## config.mk

```make
export PLATFORM = sky130hd
export DESIGN_NAME = core_mem_wb
export DESIGN_NICKNAME = d
export VERILOG_FILES = /design/src/rtl/core_mem_wb_pkg.sv /design/src/rtl/core_mem_wb_timeout.sv /design/src/rtl/core_mem_wb.sv
export SDC_FILE = /design/constraint.sdc
export NUM_CORES = 1
export LEC_CHECK = 0
export BUFFER_PORTS_ARGS = -buffer_cell sky130_fd_sc_hd__buf_4
export CORE_MARGIN = 4
export CORE_UTILIZATION = 25
export CTS_CLUSTER_SIZE = 20
export DETAILED_ROUTE_END_ITERATION = 6
export PLACE_DENSITY_LB_ADDON = 0.15
export SYNTH_ARGS = -nofsm -noshare
export SYNTH_HDL_FRONTEND = slang
export SYNTH_SLANG_ARGS = --single-unit
```

## constraint.sdc

```tcl
create_clock -name clk -period 1.6 [get_ports clk]
set_clock_uncertainty 0.2 [all_clocks]
set_input_delay 0.16 -clock clk [delete_from_list [all_inputs] [get_ports clk]]
set_output_delay 0.16 -clock clk [all_outputs]
set_load 0.05 [all_outputs]
```

## src/rtl/core_mem_wb_pkg.sv

```systemverilog
// Shared core definitions: datapath widths, opcode constants, stage state
// encodings and the writing-set predicate used by decode and writeback.
package core_mem_wb_pkg;

   localparam int REG_SIZE      = 16;
   localparam int REG_PTR_SIZE  = 4;
   localparam int INSN_OPC_SIZE = 4;

   // Range helpers for the widths above (most significant bit index)
   localparam int REG_SIZE_RANGE      = REG_SIZE - 1;
   localparam int REG_PTR_SIZE_RANGE  = REG_PTR_SIZE - 1;
   localparam int INSN_OPC_SIZE_RANGE = INSN_OPC_SIZE - 1;

   typedef logic [INSN_OPC_SIZE_RANGE:0] opc_t;

   localparam opc_t OPC_NOP       = 4'd0;
   localparam opc_t OPC_ADD       = 4'd1;
   localparam opc_t OPC_SUB       = 4'd2;
   localparam opc_t OPC_MUL       = 4'd3;
   localparam opc_t OPC_DIV       = 4'd4;
   localparam opc_t OPC_CMPGE     = 4'd5;
   localparam opc_t OPC_RSHIFT    = 4'd6;
   localparam opc_t OPC_LSHIFT    = 4'd7;
   localparam opc_t OPC_AND       = 4'd8;
   localparam opc_t OPC_OR        = 4'd9;
   localparam opc_t OPC_XOR       = 4'd10;
   localparam opc_t OPC_SET_CONST = 4'd11;
   localparam opc_t OPC_LD        = 4'd12;
   localparam opc_t OPC_ST        = 4'd13;
   localparam opc_t OPC_BR        = 4'd14;
   localparam opc_t OPC_HALT      = 4'd15;

   typedef enum logic {
      S_IDLE = 1'b0,
      S_MEM  = 1'b1
   } state_t;

   // True for every opcode that ends in a register-file write
   function automatic logic is_writing_op(input opc_t opc);
      case (opc)
         OPC_ADD, OPC_SUB, OPC_MUL, OPC_DIV, OPC_CMPGE, OPC_RSHIFT,
         OPC_LSHIFT, OPC_AND, OPC_OR, OPC_XOR, OPC_SET_CONST, OPC_LD:
            is_writing_op = 1'b1;
         default:
            is_writing_op = 1'b0;
      endcase
   endfunction

   // True for opcodes that go through the data-memory handshake
   function automatic logic is_mem_op(input opc_t opc);
      is_mem_op = (opc == OPC_LD) || (opc == OPC_ST);
   endfunction

endpackage

```

## src/rtl/core_mem_wb_timeout.sv

```systemverilog
// Cycle counter for an outstanding memory access: cleared by start, counts
// while run is high, and flags expire in the last allowed waiting cycle.
module core_mem_wb_timeout
   import core_mem_wb_pkg::*;
#(
   parameter int TIMEOUT_CYCLES = 255
) (
   input  logic clk,
   input  logic reset,
   input  logic start,
   input  logic run,
   output logic expire
);

   localparam int CLOG_W = $clog2(TIMEOUT_CYCLES + 1);
   localparam int CNT_W  = (CLOG_W > 8) ? CLOG_W : 8;
   localparam logic [CNT_W-1:0] LAST = CNT_W'(TIMEOUT_CYCLES - 1);

   logic [CNT_W-1:0] cnt_p1;

   // Clear on entry to the wait, then count each waiting cycle
   always_ff @(posedge clk) begin
      if (reset || start) begin
         cnt_p1 <= '0;
      end else if (run) begin
         cnt_p1 <= cnt_p1 + 1'b1;
      end
   end

   assign expire = run && (cnt_p1 == LAST);

endmodule

```

## src/rtl/core_mem_wb.sv

```systemverilog
// Memory/writeback stage: registers ALU results, runs LD/ST through the
// req/ack data-memory handshake and drives the register-file write port.
// Optional feature macro: CORE_MEM_TIMEOUT_EN (abort stalled accesses).
module core_mem_wb
   import core_mem_wb_pkg::*;
#(
   parameter int MEM_ADDR_SIZE  = 8,
   parameter int TIMEOUT_CYCLES = 255
) (
   input  logic                        clk,
   input  logic                        reset,
   input  logic                        X_valid,
   output logic                        X_ready,
   input  logic [INSN_OPC_SIZE_RANGE:0] X_insn_opc,
   input  logic [REG_SIZE_RANGE:0]     X_result_ALU,
   input  logic [REG_SIZE_RANGE:0]     X_st_data,
   input  logic [REG_PTR_SIZE_RANGE:0] X_dst_ptr,
   output logic                        mem_req,
   output logic                        mem_we,
   output logic [MEM_ADDR_SIZE-1:0]    mem_addr,
   output logic [REG_SIZE_RANGE:0]     mem_wdata,
   input  logic                        mem_ack,
   input  logic [REG_SIZE_RANGE:0]     mem_rdata,
   output logic                        W_we,
   output logic [REG_PTR_SIZE_RANGE:0] W_dst_ptr,
   output logic [REG_SIZE_RANGE:0]     W_data,
   output logic                        mem_err
);

   state_t                        state;
   logic                          accept;
   logic                          mem_accept;
   logic                          timeout_hit;
   logic [REG_PTR_SIZE_RANGE:0]   ld_dst_p1;

   assign X_ready    = (state == S_IDLE) && !reset;
   assign accept     = X_valid && X_ready;
   assign mem_accept = accept && is_mem_op(X_insn_opc);

   // Destination of an in-flight load, captured when the access is accepted
   always_ff @(posedge clk) begin
      if (mem_accept) begin
         ld_dst_p1 <= X_dst_ptr;
      end
   end

`ifdef CORE_MEM_TIMEOUT_EN
   core_mem_wb_timeout #(
      .TIMEOUT_CYCLES (TIMEOUT_CYCLES)
   ) u_timeout (
      .clk    (clk),
      .reset  (reset),
      .start  (mem_accept),
      .run    (state == S_MEM),
      .expire (timeout_hit)
   );

   // Sticky error: an access was abandoned for lack of an acknowledge
   always_ff @(posedge clk) begin
      if (reset) begin
         mem_err <= 1'b0;
      end else if ((state == S_MEM) && !mem_ack && timeout_hit) begin
         mem_err <= 1'b1;
      end
   end
`else
   localparam int unused_timeout_cycles = TIMEOUT_CYCLES;

   assign timeout_hit = 1'b0;
   assign mem_err     = 1'b0;
`endif

   // Stage FSM with registered memory-request and writeback outputs
   always_ff @(posedge clk) begin
      if (reset) begin
         state     <= S_IDLE;
         mem_req   <= 1'b0;
         mem_we    <= 1'b0;
         mem_addr  <= '0;
         mem_wdata <= '0;
         W_we      <= 1'b0;
         W_dst_ptr <= '0;
         W_data    <= '0;
      end else begin
         W_we <= 1'b0;
         case (state)
            S_IDLE: begin
               if (accept) begin
                  if (is_mem_op(X_insn_opc)) begin
                     mem_req   <= 1'b1;
                     mem_we    <= (X_insn_opc == OPC_ST);
                     mem_addr  <= X_result_ALU[MEM_ADDR_SIZE-1:0];
                     mem_wdata <= X_st_data;
                     state     <= S_MEM;
                  end else if (is_writing_op(X_insn_opc)) begin
                     W_we      <= 1'b1;
                     W_data    <= X_result_ALU;
                     W_dst_ptr <= X_dst_ptr;
                  end
               end
            end
            S_MEM: begin
               if (mem_ack) begin
                  mem_req <= 1'b0;
                  state   <= S_IDLE;
                  if (!mem_we) begin
                     W_we      <= 1'b1;
                     W_data    <= mem_rdata;
                     W_dst_ptr <= ld_dst_p1;
                  end
               end else if (timeout_hit) begin
                  mem_req <= 1'b0;
                  state   <= S_IDLE;
               end
            end
            default: begin
               state   <= S_IDLE;
               mem_req <= 1'b0;
            end
         endcase
      end
   end

endmodule

```

==> qor.csv, run 1 <==
stage,metric,value,unit
placement,GPL Wtd Cong,0.677,
finish,"leading cell types in the layout, fill and taps excluded","sky130_fd_sc_hd__buf_4, sky130_fd_sc_hd__dfxtp_1, sky130_fd_sc_hd__dlygate4sd3_1, sky130_fd_sc_hd__a21oi_1, sky130_fd_sc_hd__nand3_1",
grt,overall fraction of global-route tracks in use,13.1,%
clocking,clock sink count,52,
clocking,clock insertion delay at the later pin of the skew report,300,ps
placement,placed wire-length estimate after detailed placement,5.20,mm
worst_setup_path,largest fanout on the critical path,10,
clocking,clock-pin slew on the worst setup and hold paths,90,ps
sta,upper clock frequency limit,648,MHz
worst_setup_path,crit path max-delay cell type,sky130_fd_sc_hd__dfxtp_2,
worst_setup_path,Crit. Startpoint,state,
finish,cell area after layout,3730,um^2
placement,count of placed standard cells including taps,438,
clocking,CTS tree,built,
run,max_cap viols,0,
status,status,"complete, no violations",
synth,distinct cell type count after synthesis,27,
worst_setup_path,Crit path arrival time,1570,ps
route,Routed wire per std cell,15.7,um
sta,final critical path time including I/O delays and setup,1540,ps
synth,Ys Warns,0,
route,number of vias per cell after detailed routing,4.80,
synth,Mapped Area,2330,um^2
route,number of nets with antenna violations after detailed routing,0,
power,cell area power density,753,nW/um^2
synth,proportion of synthesized chip area in sequential cells,46.5,%
worst_setup_path,"Cell Chain, Critical Path",and3b_1 -> a31o_2 -> a221oi_2,
grt,wire length of the first global-routing pass,11.8,mm
clocking,Root Driver,sky130_fd_sc_hd__clkbuf_8,
floorplanning,Die X,104,um
placement,# port buffers,107,
synth,Syn Inst Count,232,
power,static leakage,1.48,nW
worst_setup_path,Crit path buffers/inverters,0,
route,post-route DRC violation count,0,
sta,endpoints failing setup,0,
route,DR iter-0 viols,57,
worst_setup_path,startpoint type of the worst setup path,register,
sta,fin crit share,96.5,%
synth,post-synthesis net count,292,
sta,final hold violation count,0,
synth,primary flip-flop cell chosen by synthesis mapping,sky130_fd_sc_hd__dfxtp_1,
synth,average cell area after synthesis,10.0,um^2
grt,GRT Residual Overflow,0,
grt,antenna violations before repair,0,
finish,number of fill cells,883,
worst_setup_path,CP peak stage delay,370,ps
min_path,worst min-delay path startpoint,X_result_ALU[8],
worst_setup_path,type of destination of the critical path,register,
synth,Post-synth EDFFs,4,
floorplanning,Placement Rows,34,
floorplanning,die height,104,um
sta,accumulated negative setup slack,0,ps
worst_setup_path,cell class contributing the biggest share of worst-path delay,compound AO/OA/AOI/OAI gates,
finish,non-filler instance count after layout,479,
synth,share of synthesized registers carrying an async set or reset,0,%
synth,number of synthesized register bits,52,
finish,antenna diode count,0,
power,Worst VDD drop,0.000404,V
finish,most frequent standard cell in the layout excluding fill and tap cells,sky130_fd_sc_hd__buf_4,
floorplanning,core area,8890,um^2
clocking,total CTS buffers,5,
floorplanning,initial cell density of the core,26.2,%
worst_setup_path,required time at the endpoint of the critical path,1630,ps
worst_setup_path,launch instance of the worst register-to-register path,state,
sta,max-slew violations,0,
sta,RSZ-0062 raised after global routing,true,
grt,largest net degree at the start of global routing,28,
sta,Hold Slack,53.8,ps
route,TritonRoute pass-1 iters,4,
min_path,Tightest Hold Check Type,input pin to register,
grt,vias in the first global route,2260,
floorplanning,area of the die,10900,um^2
route,total wire length,7.52,mm
finish,number of nets in the finished design,430,
floorplanning,IO Pins,109,
route,via count,2298,
finish,layout cells sized above 1,43.9,%
clocking,Max H-tree Level,2,
finish,layout-stage area growth over the synthesis result,60.2,%
clocking,buffer levels on the longest clock path,2,
placement,post-placement cell area,3280,um^2
worst_setup_path,critical path type,register to register,
==> final cells by class <==
class	instances	area [um^2]	area share (%)
repair buffers	156	1310	35.2
multi-input cells	154	1110	29.8
flip-flops and latches	52	1080	29.1
well taps	108	135	3.63
clock buffers	5	68.8	1.85
clock inverters	3	13.8	0.369
inverters	1	3.75	0.101
==> worst min-delay path: stages <==
cell,delay [ps]
sky130_fd_sc_hd__buf_4,110
sky130_fd_sc_hd__mux2i_1,160
sky130_fd_sc_hd__a221oi_2,90
==> synthesized netlist by cell type (2+ instances only) <==
master / count / share of area, %
sky130_fd_sc_hd__dfxtp_1: 48 / 41
sky130_fd_sc_hd__a21oi_1: 27 / 5.8
sky130_fd_sc_hd__nand3_1: 26 / 5.6
sky130_fd_sc_hd__o21ai_0: 23 / 4.9
sky130_fd_sc_hd__nor2_1: 21 / 3.4
sky130_fd_sc_hd__a221oi_2: 20 / 13
sky130_fd_sc_hd__mux2i_1: 20 / 8.6
sky130_fd_sc_hd__clkbuf_1: 15 / 2.4
sky130_fd_sc_hd__buf_6: 5 / 2.4
sky130_fd_sc_hd__edfxtp_1: 4 / 5.2
sky130_fd_sc_hd__nand2_1: 4 / 0.64
sky130_fd_sc_hd__dlygate4sd1_1: 3 / 1.1
sky130_fd_sc_hd__o21ai_1: 2 / 0.43
==> layer usage <==
layer,vias up,track usage (%),share of wire (%)
met1,1081,18.1,46
li1,1125,-,-
met4,0,2.56,0.47
met2,87,20.2,46
met3,5,3.97,7.6
met5,-,0,0
==> kinds of logic (layout without fill, tap and decap cells) <==
family | after synthesis | after routing | share of synthesized area [%]
AO/OA/AOI/OAI | 73 | 74 | 24.8
AND/OR/NAND/NOR | 59 | 59 | 13.0
flip-flops | 52 | 52 | 46.5
buffers and inverters | 27 | 165 | 6.99
multiplexers | 20 | 20 | 8.60
other | 1 | 1 | 0.161
==> report_power, final <==
part | total (mW) | internal, mW | switching [mW]
clock network | 0.730 | 0.298 | 0.431
logic | 0.696 | 0.310 | 0.386
registers | 1.38 | 1.36 | 0.0245
==> state kept, by name, indices dropped and copies added (netlist names) <==
register   cells
W_we           1
W_dst_ptr      4
mem_wdata     16
state          1
mem_req        1
ld_dst_p1      4
mem_we         1
W_data        16
mem_addr       8
==> final timing paths <==
kind,end,slack [ps],cells after the start
max,W_data[7],60,3
min,W_data[8],50,3
max reg2reg,W_data[7],60,3
min reg2reg,mem_req,260,2
==> what timing repair did <==
| item | CTS | global route |
|---|---|---|
| cloned | 0 | 2 |
| endpoints found under the setup margin | 3 | 46 |
| pin swaps | 0 | 3 |
| setup buffers | 0 | 1 |
| hold endpoints to repair | 31 | 0 |
| hold buffers | 30 | 0 |
| resized for setup | 1 | 8 |
==> through the flow <==
stage / setup WS, ps / power, mW / utilization, %
after floorplan: -20.1 / 1.78 / -
after global placement: -203 / 2.03 / 36.9
after detailed placement: -210 / 2.04 / 36.9
after CTS: 6.98 / 2.83 / 41.2
after global routing: 3.58 / 2.93 / 41.9
final: 56.7 / 2.81 / 41.9
(Power assumes the default switching activity.)
==> inputs of run 2 (changes only) <==
--- a/config.mk
+++ b/config.mk
@@ -8,8 +8,10 @@
 export BUFFER_PORTS_ARGS = -buffer_cell sky130_fd_sc_hd__buf_4
 export CORE_MARGIN = 4
 export CORE_UTILIZATION = 25
+export CTS_CLUSTER_DIAMETER = 80
 export CTS_CLUSTER_SIZE = 20
 export DETAILED_ROUTE_END_ITERATION = 6
+export MAX_ROUTING_LAYER = met4
 export PLACE_DENSITY_LB_ADDON = 0.15
 export SYNTH_ARGS = -nofsm -noshare
 export SYNTH_HDL_FRONTEND = slang
==> run 2 against run 1 <==
Effect of this change: maximum frequency is essentially flat; sequential cell count is the same; first-iteration DRC count shrank 14%; cell count is the same; core utilization is the same; critical path depth is the same; via count shrank 0.22%; combinational power is essentially flat; design area is the same; non-clock buffer count is the same; count of clock-buffer cells in the layout is the same; total power is essentially flat; largest cell class unchanged; highest routed layer unchanged.
==> qor.csv, run 2 (synthesis results as in run 1) <==
stage,metric,value,unit
sta,endpoints failing setup,0,
clocking,Max H-tree Level,2,
finish,layout cells sized above 1,43.9,%
route,Routed wire per std cell,15.8,um
clocking,clock insertion delay at the later pin of the skew report,300,ps
clocking,total CTS buffers,5,
route,via count,2293,
floorplanning,die height,104,um
power,cell area power density,753,nW/um^2
worst_setup_path,length in cells of the worst reg-to-reg path,3,
finish,non-filler instance count after layout,479,
grt,antenna violations before repair,0,
grt,overall fraction of global-route tracks in use,13.5,%
worst_setup_path,startpoint type of the worst setup path,register,
min_path,worst min-delay path startpoint,X_result_ALU[8],
min_path,instance count along the most critical hold path,3,
clocking,Root Driver,sky130_fd_sc_hd__clkbuf_8,
floorplanning,area of the die,10900,um^2
worst_setup_path,Critical R2R Capture,W_data[7],
status,status,"complete, no violations",
route,detailed route wirelength on metal3,527,um
worst_setup_path,type of destination of the critical path,register,
route,number of nets with antenna violations after detailed routing,0,
worst_setup_path,Crit path arrival time,1570,ps
sta,final hold violation count,0,
worst_setup_path,largest fanout on the critical path,10,
floorplanning,Die X,104,um
grt,largest net degree at the start of global routing,28,
route,total wire length,7.55,mm
sta,upper clock frequency limit,648,MHz
worst_setup_path,critical path type,register to register,
grt,wire length of the first global-routing pass,11.8,mm
route,TritonRoute pass-1 iters,4,
power,Worst VDD drop,0.000404,V
worst_setup_path,launch instance of the worst register-to-register path,state,
route,number of vias per cell after detailed routing,4.79,
worst_setup_path,CP peak stage delay,370,ps
route,DR iter-0 viols,49,
sta,RSZ-0062 raised after global routing,false,
finish,most frequent standard cell in the layout excluding fill and tap cells,sky130_fd_sc_hd__buf_4,
worst_setup_path,Crit path buffers/inverters,0,
floorplanning,Placement Rows,34,
placement,count of placed standard cells including taps,438,
route,metal1 wirelength,3.58,mm
finish,number of nets in the finished design,430,
worst_setup_path,"Cell Chain, Critical Path",and3b_1 -> a31o_2 -> a221oi_2,
route,DR top layer,met4,
run,max_cap viols,0,
min_path,"Endpoint, Worst Hold",W_data[8],
finish,number of fill cells,883,
route,met2 WL,3.40,mm
finish,layout-stage area growth over the synthesis result,60.2,%
worst_setup_path,crit path max-delay cell type,sky130_fd_sc_hd__dfxtp_2,
grt,GRT Residual Overflow,0,
floorplanning,IO Pins,109,
finish,"leading cell types in the layout, fill and taps excluded","sky130_fd_sc_hd__buf_4, sky130_fd_sc_hd__dfxtp_1, sky130_fd_sc_hd__dlygate4sd3_1, sky130_fd_sc_hd__a21oi_1, sky130_fd_sc_hd__nand3_1",
power,static leakage,1.48,nW
clocking,CTS tree,built,
clocking,clock sink count,52,
floorplanning,initial cell density of the core,26.2,%
placement,GPL Wtd Cong,0.684,
finish,antenna diode count,0,
sta,fin crit share,96.4,%
min_path,Tightest Hold Check Type,input pin to register,
floorplanning,core area,8890,um^2
placement,# port buffers,107,
clocking,buffer levels on the longest clock path,2,
worst_setup_path,Crit. path cell count,3,
power,Design Power,2.81,mW
sta,max-slew violations,0,
worst_setup_path,cell class contributing the biggest share of worst-path delay,compound AO/OA/AOI/OAI gates,
sta,final critical path time including I/O delays and setup,1540,ps
finish,Regs by FF count,"W_data (16), mem_wdata (16), mem_addr (8)",
clocking,clock-pin slew on the worst setup and hold paths,90,ps
route,post-route DRC violation count,0,
worst_setup_path,required time at the endpoint of the critical path,1630,ps
grt,vias in the first global route,2265,
placement,placed wire-length estimate after detailed placement,5.20,mm
worst_setup_path,r2r setup slk,60,ps
## run 2: final cells by class
type | count | area (um^2) | share of cell area (%)
multi-input cells | 154 | 1110 | 29.8
well taps | 108 | 135 | 3.63
flip-flops and latches | 52 | 1080 | 29.1
inverters | 1 | 3.75 | 0.101
repair buffers | 156 | 1310 | 35.2
clock buffers | 5 | 68.8 | 1.85
clock inverters | 3 | 13.8 | 0.369
## run 2: power by group
part / switching, mW / leakage [nW] / internal, mW
registers: 0.0245 / 0.428 / 1.36
logic: 0.387 / 1.01 / 0.310
clock network: 0.429 / 0.0453 / 0.298
## run 2: what timing repair did
action	in CTS	in global routing
endpoints found under the hold margin	31	0
pin swaps	0	3
resized for setup	1	9
setup buffers	0	1
cloned	0	2
hold buffers	30	0
setup endpoints to repair	3	46
## run 2: worst max path at each step
stage          slack, ps          start            end
3_3_place_gp        -200  X_insn_opc[1]      W_data[7]
6_report              60          state      W_data[7]
5_1_grt                5          state  mem_wdata[11]
3_5_place_dp        -210  X_insn_opc[1]      W_data[7]
4_1_cts                7          state         mem_we
2_1_floorplan        -20          state      W_data[0]
## run 2: worst register-to-register path: cells and delay by family, from the launching register on
kind | cells | cell delay, ps
compound gates | 2 | 660
simple gates | 1 | 240
flops | 1 | 370
## run 2: routing by layer
metal | global-route usage (%) | vias up
met5 | - | -
met4 | 2.56 | 0
met3 | 3.29 | 5
met2 | 20.2 | 88
met1 | 18.5 | 1072
li1 | - | 1128
## run 2: per-stage QoR
stage | cell area (um^2) | utilization [%] | hold slack (ps) | setup WS, ps | TNS, ps
detailed placement | 3280 | 36.9 | 151 | -210 | -4000
floorplan | 2350 | - | 58.9 | -20.1 | -422
CTS | 3670 | 41.2 | 55.8 | 6.98 | 0
global placement | 3280 | 36.9 | 151 | -203 | -3730
finish | 3730 | 41.9 | 54.8 | 57.4 | 0
global route | 3730 | 41.9 | 70.9 | 5.37 | 0
==> inputs of run 3 (changes only) <==
--- a/config.mk
+++ b/config.mk
@@ -13,6 +13,7 @@
 export DETAILED_ROUTE_END_ITERATION = 6
 export MAX_ROUTING_LAYER = met4
 export PLACE_DENSITY_LB_ADDON = 0.15
+export REMOVE_ABC_BUFFERS = 1
 export SYNTH_ARGS = -nofsm -noshare
 export SYNTH_HDL_FRONTEND = slang
 export SYNTH_SLANG_ARGS = --single-unit
==> run 3 against run 2 <==
Effect of this change: first-iteration DRC count rose by 49%; worst hold slack improved by 0.53 ps; global-route usage rose by 0.60 points; die area did not move; wire length rose by 4.2%; clock power rose by 0.6%; critical path type unchanged.
==> qor.csv, run 3 (synthesis results as in run 1) <==
stage,metric,value,unit
floorplanning,core area,8890,um^2
finish,Regs by FF count,"W_data (16), mem_wdata (16), mem_addr (8)",
finish,layout-stage area growth over the synthesis result,64.4,%
finish,post-route core utilization,43.0,%
route,post-route DRC violation count,0,
sta,upper clock frequency limit,632,MHz
sta,fin crit share,98.9,%
grt,GRT Residual Overflow,0,
clocking,Root Driver,sky130_fd_sc_hd__clkbuf_8,
route,total wire length,7.86,mm
finish,most frequent standard cell in the layout excluding fill and tap cells,sky130_fd_sc_hd__buf_4,
power,Worst VDD drop,0.000327,V
sta,endpoints failing setup,0,
route,TritonRoute pass-1 iters,4,
clocking,CTS tree,built,
worst_setup_path,largest fanout on the critical path,10,
floorplanning,Die X,104,um
power,static leakage,1.52,nW
status,status,"complete, no violations",
grt,overall fraction of global-route tracks in use,14.1,%
floorplanning,die height,104,um
floorplanning,Placement Rows,34,
finish,multi-input gate area in the final layout,1130,um^2
clocking,clock insertion delay at the later pin of the skew report,300,ps
route,number of vias per cell after detailed routing,4.85,
run,max_cap viols,0,
finish,register area,1080,um^2
finish,layout cells sized above 1,44.3,%
floorplanning,area of the die,10900,um^2
sta,RSZ-0062 raised after global routing,true,
worst_setup_path,critical path type,register to register,
finish,number of fill cells,878,
floorplanning,IO Pins,109,
sta,max-slew violations,0,
grt,antenna violations before repair,0,
sta,final hold violation count,0,
worst_setup_path,startpoint type of the worst setup path,register,
finish,antenna diode count,0,
clocking,Max H-tree Level,2,
route,number of nets with antenna violations after detailed routing,0,
worst_setup_path,type of destination of the critical path,register,
clocking,total CTS buffers,5,
clocking,clock sink count,52,
route,Routed wire per std cell,16.2,um
route,via count,2353,
placement,GPL Wtd Cong,0.669,
grt,largest net degree at the start of global routing,26,
finish,number of nets in the finished design,436,
worst_setup_path,required time at the endpoint of the critical path,1570,ps
clocking,buffer levels on the longest clock path,2,
route,DR iter-0 viols,73,
sta,final critical path time including I/O delays and setup,1580,ps
grt,vias in the first global route,2357,
min_path,Tightest Hold Check Type,input pin to register,
placement,placed wire-length estimate after detailed placement,4.92,mm
power,cell area power density,737,nW/um^2
floorplanning,initial cell density of the core,26.2,%
clocking,clock-pin slew on the worst setup and hold paths,100,ps
finish,non-filler instance count after layout,485,
grt,wire length of the first global-routing pass,12.1,mm
placement,# port buffers,107,
placement,count of placed standard cells including taps,435,
worst_setup_path,Crit path arrival time,1560,ps
finish,"leading cell types in the layout, fill and taps excluded","sky130_fd_sc_hd__buf_4, sky130_fd_sc_hd__dfxtp_1, sky130_fd_sc_hd__dlygate4sd3_1, sky130_fd_sc_hd__a21oi_1, sky130_fd_sc_hd__nand3_1",
==> run 3: cell types whose count changed in the layout (fill, tap and decap cells not counted), moves of 2 or more <==
cell,change
sky130_fd_sc_hd__buf_4,+2
sky130_fd_sc_hd__buf_12,+2
sky130_fd_sc_hd__o21ai_1,+4
sky130_fd_sc_hd__dfxtp_2,-2
sky130_fd_sc_hd__a31o_4,+2
sky130_fd_sc_hd__o21ai_0,-4
==> run 3: layout make-up <==
type / instances / share of cell area [%]
inverters: 1 / 0.0981
clock buffers: 5 / 1.80
well taps: 108 / 3.53
clock inverters: 3 / 0.360
multi-input cells: 155 / 29.5
flip-flops and latches: 52 / 28.4
repair buffers: 161 / 36.3
==> run 3: repair_timing <==
item                                    CTS  global route
gates resized for setup                   4            22
cloned                                    1             2
setup buffers                             3             5
endpoints found under the setup margin    1            41
pin swaps                                 0             2
endpoints found under the hold margin    31             0
hold buffers                             31             0
==> run 3: critical path, cell delays in order (launching register included) <==
cell,delay (ps)
sky130_fd_sc_hd__dfxtp_4,370
sky130_fd_sc_hd__nor3b_4,270
sky130_fd_sc_hd__buf_4,170
sky130_fd_sc_hd__buf_6,90
sky130_fd_sc_hd__a31o_4,260
sky130_fd_sc_hd__a221oi_2,90
==> run 3: where the power goes <==
group,internal [mW],switching [mW],total (mW)
clock,0.299,0.432,0.731
sequential,1.36,0.0248,1.38
combinational,0.319,0.389,0.709
total,1.97,0.846,2.82
==> run 3: metrics by stage <==
stage	cell area, um^2	setup WS (ps)	hold slack (ps)	power, mW	setup TNS, ps
finish	3820	17.9	55.3	2.82	0
global route	3820	-38.2	50.6	2.98	-474
CTS	3710	6.44	35.5	2.84	0
floorplan	2170	-1490	26.2	1.73	-46440
global placement	3250	-181	150	2.02	-3240
detailed placement	3250	-194	150	2.03	-3610
==> run 3: worst paths after layout <==
path | start | end | slack (ps) | depth (start not counted)
hold / removal | mem_rdata[7] | W_data[7] | 60 | 3
setup / recovery | state | W_data[1] | 20 | 5
hold reg to reg | mem_req | mem_req | 270 | 2
setup reg to reg | state | W_data[1] | 20 | 5
==> run 3: layer usage <==
| layer | vias to the layer above | GRT usage [%] | part of all wire (%) | wire (um) |
|---|---|---|---|---|
| met5 | - | - | 0 | 0 |
| met4 | 0 | 2.85 | 0.60 | 47 |
| met3 | 7 | 3.66 | 6.4 | 501 |
| met2 | 93 | 21.8 | 47 | 3660 |
| met1 | 1112 | 18.5 | 46 | 3650 |
| li1 | 1141 | - | - | - |
